### src/rtl/serializer_piso.sv
// Parallel-in/serial-out stage with a one-word holding buffer.
// Words stream back to back; shift_en freezes the stream.
module serializer_piso #(
  parameter int WIDTH     = 8,
  parameter bit MSB_FIRST = 1'b1
) (
  input  logic             clock,
  input  logic             reset_n,
  input  logic [WIDTH-1:0] load_data,
  input  logic             load_valid,
  output logic             load_ready,
  input  logic             shift_en,
  output logic             data,
  output logic             data_valid,
  output logic             last,
  output logic             busy
);

  localparam int CW = $clog2(WIDTH);
  localparam logic [CW-1:0] CNT_MAX = CW'(WIDTH - 1);

  typedef enum logic {
    IDLE  = 1'b0,
    SHIFT = 1'b1
  } state_t;

  state_t           r_state;
  state_t           w_state_nx;
  logic [WIDTH-1:0] r_shreg;
  logic [WIDTH-1:0] w_shreg_nx;
  logic [WIDTH-1:0] r_hold;
  logic [WIDTH-1:0] w_hold_nx;
  logic [WIDTH-1:0] w_shifted;
  logic [CW-1:0]    r_cnt;
  logic [CW-1:0]    w_cnt_nx;
  logic             r_hold_full;
  logic             w_hold_full_nx;
  logic             w_accept;
  logic             w_out_bit;
  logic             w_cnt_zero;

  assign load_ready = !r_hold_full;
  assign w_accept   = load_valid && !r_hold_full;
  assign w_cnt_zero = (r_cnt == '0);

  // The vacated end of the register fills with zero.
  assign w_shifted = MSB_FIRST ? {r_shreg[WIDTH-2:0], 1'b0}
                               : {1'b0, r_shreg[WIDTH-1:1]};
  assign w_out_bit = MSB_FIRST ? r_shreg[WIDTH-1] : r_shreg[0];

  // State, shifter, counter and holding buffer registers.
  always_ff @(posedge clock) begin
    if (!reset_n) begin
      r_state     <= IDLE;
      r_shreg     <= '0;
      r_cnt       <= '0;
      r_hold      <= '0;
      r_hold_full <= 1'b0;
    end else begin
      r_state     <= w_state_nx;
      r_shreg     <= w_shreg_nx;
      r_cnt       <= w_cnt_nx;
      r_hold      <= w_hold_nx;
      r_hold_full <= w_hold_full_nx;
    end
  end

  // Next state: load, shift, refill from buffer or direct load.
  always_comb begin
    w_state_nx     = r_state;
    w_shreg_nx     = r_shreg;
    w_cnt_nx       = r_cnt;
    w_hold_nx      = r_hold;
    w_hold_full_nx = r_hold_full;
    unique case (r_state)
      IDLE: begin
        if (w_accept) begin
          w_shreg_nx = load_data;
          w_cnt_nx   = CNT_MAX;
          w_state_nx = SHIFT;
        end
      end
      SHIFT: begin
        if (shift_en && w_cnt_zero) begin
          if (r_hold_full) begin
            w_shreg_nx     = r_hold;
            w_cnt_nx       = CNT_MAX;
            w_hold_full_nx = 1'b0;
          end else if (w_accept) begin
            w_shreg_nx = load_data;
            w_cnt_nx   = CNT_MAX;
          end else begin
            w_state_nx = IDLE;
          end
        end else begin
          if (shift_en) begin
            w_shreg_nx = w_shifted;
            w_cnt_nx   = r_cnt - 1'b1;
          end
          if (w_accept) begin
            w_hold_nx      = load_data;
            w_hold_full_nx = 1'b1;
          end
        end
      end
      default: w_state_nx = IDLE;
    endcase
  end

  // Output decode; data is forced low outside SHIFT.
  always_comb begin
    data_valid = (r_state == SHIFT);
    data       = data_valid && w_out_bit;
    last       = data_valid && w_cnt_zero;
    busy       = data_valid || r_hold_full;
  end

endmodule

### config.mk
export PLATFORM = sky130hd
export DESIGN_NAME = serializer_piso
export DESIGN_NICKNAME = d
export VERILOG_FILES = /design/src/rtl/serializer_piso.sv
export SDC_FILE = /design/constraint.sdc
export NUM_CORES = 1
export LEC_CHECK = 0
export ABC_AREA = 1
export BUFFER_PORTS_ARGS = -buffer_cell sky130_fd_sc_hd__buf_2
export CORE_MARGIN = 2
export CORE_UTILIZATION = 28
export DETAILED_ROUTE_END_ITERATION = 12
export PLACE_DENSITY_LB_ADDON = 0.25
export SYNTH_ARGS = -nofsm -noshare
export SYNTH_HDL_FRONTEND = slang
export SYNTH_SLANG_ARGS = --single-unit
### constraint.sdc
create_clock -name clock -period 1.56 [get_ports clock]
set_clock_uncertainty 0.1 [all_clocks]
set_input_delay 0.156 -clock clock [delete_from_list [all_inputs] [get_ports clock]]
set_output_delay 0.156 -clock clock [all_outputs]
set_load 0.05 [all_outputs]
==> qor.tcl, run 1 <==
set qor(core_rows) 24
set qor(layout_overhead_on_the_synthesized_area_pct) 20.5
set qor(drv.max_cap_violation_count) 0
set qor(layout_cell_share_with_drive_strength_beyond_1) 0.199
set qor(critical_path_sink_type) {output pin}
set qor(finalCriticalPeriod_ns) 1.49
set qor(critical_path_peak_fanout) 9
set qor(gpl.final_weighted_congestion) 0.762
set qor(place_worst_setup_slack_ns) 0.0870
set qor(timing.final.crit_share) 0.954
set qor(synth.top_cells.by_area) {dfxtp_1, nand2_1, nand3_1}
set qor(worst_slew_margin_rel) 0.659
set qor(coreArea_um2) 4290
set qor(cp_data_required_time_ns) 1.30
set qor(first_global_vias) 1193
set qor(floorplan.io_pins) 17
set qor(timing.setup.critical_path_class) {flip-flop to output pin}
set qor(clock_sink_total) 21
set qor(die_outline_area_um2) 4970
set qor(synth.yosys.warnings) 0
set qor(netlist.top_cell.by_area) {dfxtp_1}
set qor(critPathMaxStageDelay_ns) 0.45
set qor(irDropWorstVdd_uv) 762
set qor(initial_antenna_violation_count) 0
set qor(ys_seq_area_frac) 0.339
set qor(tightestPinTransition_ns) 0.511
set qor(routed_vias_inst) 4.62
set qor(slew_viol_final) 0
set qor(holdBufCountCts) 0
set qor(finalCoreUtilization) 0.348
set qor(synth_area_um2) 1240
set qor(post-route-drc-count) 0
set qor(critical_path.startpoint_type) {flip-flop}
set qor(synth_largest_type_area_fraction) 0.339
set qor(status) {complete, no violations}
set qor(route.vias.total) 1261
set qor(timing.final.setup_violations) 0
set qor(setup_repair_after_global_routing_missed_its_margin) {false}
set qor(syn_avg_cell_area_um2) 6.29
set qor(max_freq_ghz) 0.672
set qor(clk_pin_slew_worst_paths_ns) 0.08
set qor(cts_buffer_depth) 2
set qor(cts_tree) {built}
set qor(globalRoute.totalOverflow) 0
set qor(grtUsageTotal) 0.140
set qor(antenna_cells) 0
set qor(grt_start_max_net_pins) 21
set qor(timing.hold.worst.class) {input port to flip-flop}
set qor(dp_hpwl_um) 2300
set qor(detailedRoute.firstIterationViolations) 73
set qor(timing.critical_path.cells) {inv_8 -> buf_4 -> nand2_1 -> buf_2}
set qor(die-width_um) 70.5
set qor(initial_utilization) 0.288
set qor(final_net_count) 236
set qor(fillers) 501
set qor(clock_latency_ns) 0.27
set qor(cells_after_synthesis) 197
set qor(cp_slowest_cell) {dfxtp_1}
set qor(totalWireLength_um) 3250
set qor(final_non_filler_cell_area_um2) 1490
set qor(finalSetupTns_ns) 0
set qor(post_route_antenna_net_violation_count) 0
set qor(power.static_leakage_nw) 0.716
set qor(crit_path_leading_delay_family) {flip-flops}
set qor(cts-root-buf) {clkbuf_8}
set qor(wl_per_cell_um) 11.9
set qor(timing_hold_violations_final) 0
set qor(worst-endpoint-arrival_ns) 1.23
set qor(critPathBufInv) 3
set qor(cts_made_buffers) 3
set qor(syn-num-nets) 211
set qor(number_of_input_and_output_port_buffers_inserted) 16
set qor(timing.final.ws_setup_ns) 0.0713
set qor(synth_cell_type_count) 22
set qor(grt_first_pass_wirelength_um) 5510
set qor(powerDensity_nw_per_um2) 928
set qor(detail_route.first_pass.iterations) 4
set qor(dieHeight_um) 70.5
set qor(h-tree-depth) 1
set qor(ys_seq_elements) 21
set qor(dpl_cell_area_um2) 1400
[synthesized netlist by cell type, drive strengths merged]
cell / number
a21oi: 14
buf: 6
clkbuf: 1
clkinv: 1
dfxtp: 21
ha: 2
inv: 26
nand2: 56
nand3: 31
nand4: 1
nor2: 26
nor3: 1
o211ai: 1
o21ai: 9
or2: 1
[worst min-delay path, delay by kind of cell]
| kind | cells | cell delay [ns] |
|---|---|---|
| buffers and inverters | 1 | 0.10 |
| and+or+nand+nor | 1 | 0.07 |
| AOI/OAI and AO/OA | 1 | 0.06 |
[state kept, by name, summed over array words and instances, names as in the netlist]
name         flops
data_valid       1
r_cnt            3
r_hold           8
r_hold_full      1
r_shreg          8
[power by group]
part	switching (mW)	internal, mW	leakage, nW	total, mW
registers	0.0324	0.580	0.173	0.612
clock network	0.195	0.179	0.0255	0.374
logic	0.253	0.147	0.517	0.399
[final cells by class]
| class | instances | area (um^2) | share of cell area |
|---|---|---|---|
| timing repair buffer | 27 | 166 | 0.111 |
| sequential | 21 | 424 | 0.284 |
| multi-input combinational | 142 | 679 | 0.455 |
| inverter | 27 | 111 | 0.0746 |
| clock inverter | 1 | 5.00 | 0.00335 |
| tap | 52 | 65.1 | 0.0436 |
| clock buffer | 3 | 41.3 | 0.0277 |
[placed cells by master, fill, tap and decap left out]
cell / n
clkbuf_4: 1
nand3_1: 30
inv_4: 1
buf_2: 16
o21ai_0: 3
buf_4: 9
dfxtp_4: 1
o211ai_1: 1
nand3_2: 1
o21ai_4: 1
nand2_1: 54
inv_1: 21
inv_2: 3
a21oi_1: 14
o21ai_1: 5
nand4_1: 1
nor2_4: 1
buf_6: 1
clkinv_1: 1
nand2_4: 2
dfxtp_1: 20
ha_4: 1
or2_2: 1
inv_8: 1
nor3_1: 1
clkinv_2: 1
nor2_1: 25
ha_1: 1
clkbuf_8: 3
[layer usage]
metal	vias up	GRT usage	part of all wire
met2	25	0.230	0.45
met3	2	0.0317	0.049
met4	0	0.0256	0.0065
met5	-	0	0
met1	566	0.190	0.49
li1	668	-	-
[metrics by stage]
step	hold slack, ns	instances	total power, mW
5_1_grt	0.0726	273	1.48
6_report	0.0616	273	1.38
3_5_place_dp	0.347	266	0.993
3_3_place_gp	0.335	266	0.993
2_1_floorplan	0.219	197	0.890
4_1_cts	0.0572	270	1.36
[what timing repair did]
action                     4_1_cts  5_1_grt
buffers inserted                 0        2
gates resized for setup          0       10
hold endpoints to repair         0        0
setup endpoints to repair        0       20
[kinds of logic after synthesis]
group	synth area share
simple gates	0.400
buf+inv	0.132
compound gates	0.108
fa+ha+maj	0.0202
flops	0.339
[final timing paths]
path,startpoint,to,slack (ns),depth (start not counted)
worst min-delay path,load_data[2],r_hold[2],0.06,3
worst max register to register,r_cnt[0],r_shreg[1],0.14,9
worst max-delay path,r_hold_full,busy,0.07,4
worst min register to register,r_hold[7],r_hold[7],0.37,2
Note: power is estimated with default switching activity, not from simulation.
==> inputs of run 2 (changes only) <==
- REMOVE_ABC_BUFFERS: unset -> 1
==> run 2 against run 1 <==
  * Flip-flop and latch count stayed put
  * Maximum frequency shrank 0.67%
  * Cell count is 0.73% lower
  * Sequential power hardly changed
  * Largest power group unchanged
  * Design area down 1.9%
  * Largest cell class unchanged
==> qor.tcl, run 2 (synthesis gave the netlist of run 1 again) <==
set qor(status) {complete, no violations}
set qor(initial_utilization) 0.288 ;# unchanged
set qor(first_global_vias) 1143 ;# -4.2%
set qor(cp_data_required_time_ns) 1.65 ;# +0.35 ns
set qor(critical_path_cell_count) 7 ;# +3
set qor(timing.final.crit_share) 0.961 ;# +0.00643
set qor(leading_cell_types_in_the_layout_fill_and_taps_excluded) {nand2_1, nand3_1, nor2_1, inv_1, dfxtp_1}
set qor(critical_path_peak_fanout) 7 ;# -2
set qor(detailedRoute.firstIterationViolations) 66 ;# -9.6%
set qor(max_freq_ghz) 0.667 ;# -0.67%
set qor(clock_sink_total) 21 ;# unchanged
set qor(reg2reg_slack_ns) 0.06 ;# -0.08 ns
set qor(slew_viol_final) 0 ;# unchanged
set qor(cp-endpoint) {r_shreg[0]}
set qor(dieHeight_um) 70.5 ;# unchanged
set qor(worst-endpoint-arrival_ns) 1.59 ;# +0.36 ns
set qor(drv.max_cap_violation_count) 0 ;# unchanged
set qor(final.hold.worst_slack_ns) 0.0665 ;# +0.00493 ns
set qor(total_power_mw) 1.36 ;# -2.0%
set qor(layout_overhead_on_the_synthesized_area_pct) 18.2
set qor(totalWireLength_um) 3190 ;# -1.7%
set qor(die-width_um) 70.5 ;# unchanged
set qor(place_worst_setup_slack_ns) 0.0674 ;# -0.0196 ns
set qor(grtUsageTotal) 0.140 ;# -0.000215
set qor(gpl.final_weighted_congestion) 0.804 ;# +5.6%
set qor(finalCriticalPeriod_ns) 1.50 ;# +0.0100 ns
set qor(power.static_leakage_nw) 0.704 ;# -1.6%
set qor(clock_latency_ns) 0.26 ;# about the same
set qor(h-tree-depth) 1 ;# unchanged
set qor(worst_r2r_endpoint) {r_shreg[0]}
set qor(post-route-drc-count) 0 ;# unchanged
set qor(cts_made_buffers) 3 ;# unchanged
set qor(tightestPinTransition_ns) 0.494 ;# -0.0169 ns
set qor(critical_path_sink_type) {flip-flop}
set qor(clk_pin_slew_worst_paths_ns) 0.08 ;# about the same
set qor(number_of_input_and_output_port_buffers_inserted) 16 ;# unchanged
set qor(grt_start_max_net_pins) 21 ;# unchanged
set qor(die_outline_area_um2) 4970 ;# unchanged
set qor(timing.final.setup_violations) 0 ;# unchanged
set qor(biggestRegsByFlops) {r_hold: 8 flops, r_shreg: 8 flops, r_cnt: 3 flops}
set qor(dp_hpwl_um) 2290 ;# -0.78%
set qor(grt_first_pass_wirelength_um) 5550 ;# +0.62%
set qor(setup_repair_after_global_routing_missed_its_margin) {true}
set qor(floorplan.io_pins) 17 ;# unchanged
set qor(coreArea_um2) 4290 ;# unchanged
set qor(critPathBufInv) 2 ;# -1
set qor(post_route_antenna_net_violation_count) 0 ;# unchanged
set qor(antenna_cells) 0 ;# unchanged
set qor(worst_slew_margin_rel) 0.670 ;# +0.0113
set qor(layout_cell_share_with_drive_strength_beyond_1) 0.187 ;# -0.0119
set qor(detail_route.first_pass.iterations) 4 ;# unchanged
set qor(timing_hold_violations_final) 0 ;# unchanged
set qor(timing.critical_path.cells) {inv_1 -> ha_2 -> nand3_1 -> buf_6 -> o21ai_4 -> nand2_1 -> a21oi_2}
set qor(globalRoute.totalOverflow) 0 ;# unchanged
set qor(core_rows) 24 ;# unchanged
set qor(fillers) 481 ;# -4.0%
set qor(startpoint) {r_cnt[0]}
set qor(cts_tree) {built}
set qor(crit_path_leading_delay_family) {compound AO/OA/AOI/OAI gates}
set qor(final_common_cell) {nand2_1}
set qor(cts-root-buf) {clkbuf_8}
set qor(r2r_start) {r_cnt[0]}
set qor(worst_r2r_path_depth) 7 ;# -2
set qor(cp_slowest_cell) {dfxtp_2}
set qor(timing.setup.critical_path_class) {flip-flop to flip-flop}
set qor(routed_vias_inst) 4.58 ;# -0.86%
set qor(final_net_count) 234 ;# -0.85%
set qor(critPathMaxStageDelay_ns) 0.33 ;# -0.12 ns
set qor(route.vias.total) 1241 ;# -1.6%
set qor(powerDensity_nw_per_um2) 927 ;# about the same
set qor(initial_antenna_violation_count) 0 ;# unchanged
set qor(cts_buffer_depth) 2 ;# unchanged
set qor(critical_path.startpoint_type) {flip-flop}
set qor(wl_per_cell_um) 11.8 ;# -1.0%
set qor(irDropWorstVdd_uv) 261 ;# -66%
set qor(timing.final.ws_setup_ns) 0.0613 ;# -0.0100 ns
set qor(timing.hold.worst.class) {input port to flip-flop}
-- run 2: changes by cell type in the layout (fill, tap and decap cells not counted), sizes merged --
cell / change
buf: -1
clkinv: -1
-- run 2: layout make-up --
class                      instances  area (um^2)  area share
multi-input combinational        142          661       0.451
sequential                        21          424       0.290
timing repair buffer              25          158       0.108
inverter                          27          111      0.0761
tap                               52         65.1      0.0444
clock buffer                       4         45.0      0.0308
-- run 2: power by group --
part           internal, mW  switching [mW]
clock                 0.182           0.186
combinational         0.135           0.238
sequential            0.581          0.0340
total                 0.899           0.458
-- run 2: metrics by stage --
step                instance area [um^2]  setup TNS, ns  utilization  cells
finish                              1460              0        0.341    271
global route                        1460         -0.116        0.341    271
CTS                                 1430              0        0.332    269
detailed placement                  1380              0        0.322    265
global placement                    1380              0        0.322    265
floorplan                           1180          -2.06            -    190
-- run 2: metal layers --
| layer | global-route usage | wire length [um] | vias up |
|---|---|---|---|
| met1 | 0.197 | 1610 | 547 |
| met5 | 0 | 0 | - |
| met2 | 0.215 | 1410 | 27 |
| met4 | 0.0534 | 47 | 0 |
| li1 | - | - | 662 |
| met3 | 0.0216 | 128 | 5 |
-- run 2: timing repair --
| action | CTS | global route |
|---|---|---|
| buffers inserted | 0 | 2 |
| hold buffers | 0 | 0 |
| resized for setup | 1 | 11 |
| pin swaps | 0 | 4 |
| setup endpoints to repair | 2 | 15 |
-- run 2: how the worst min path moves through the flow --
stage / startpoint / end / slack (ns) / depth (start not counted)
after floorplan: reset_n / r_shreg[1] / 0.15 / 2
after global placement: load_data[0] / r_hold[0] / 0.34 / 3
after detailed placement: load_data[0] / r_hold[0] / 0.33 / 3
after CTS: load_data[0] / r_hold[0] / 0.06 / 3
after global routing: load_data[5] / r_hold[5] / 0.08 / 3
final: load_data[1] / r_hold[1] / 0.07 / 3
-- run 2: worst min-delay path: stages --
cell	delay, ns
buf_2	0.10
nand3_1	0.07
a21oi_1	0.06
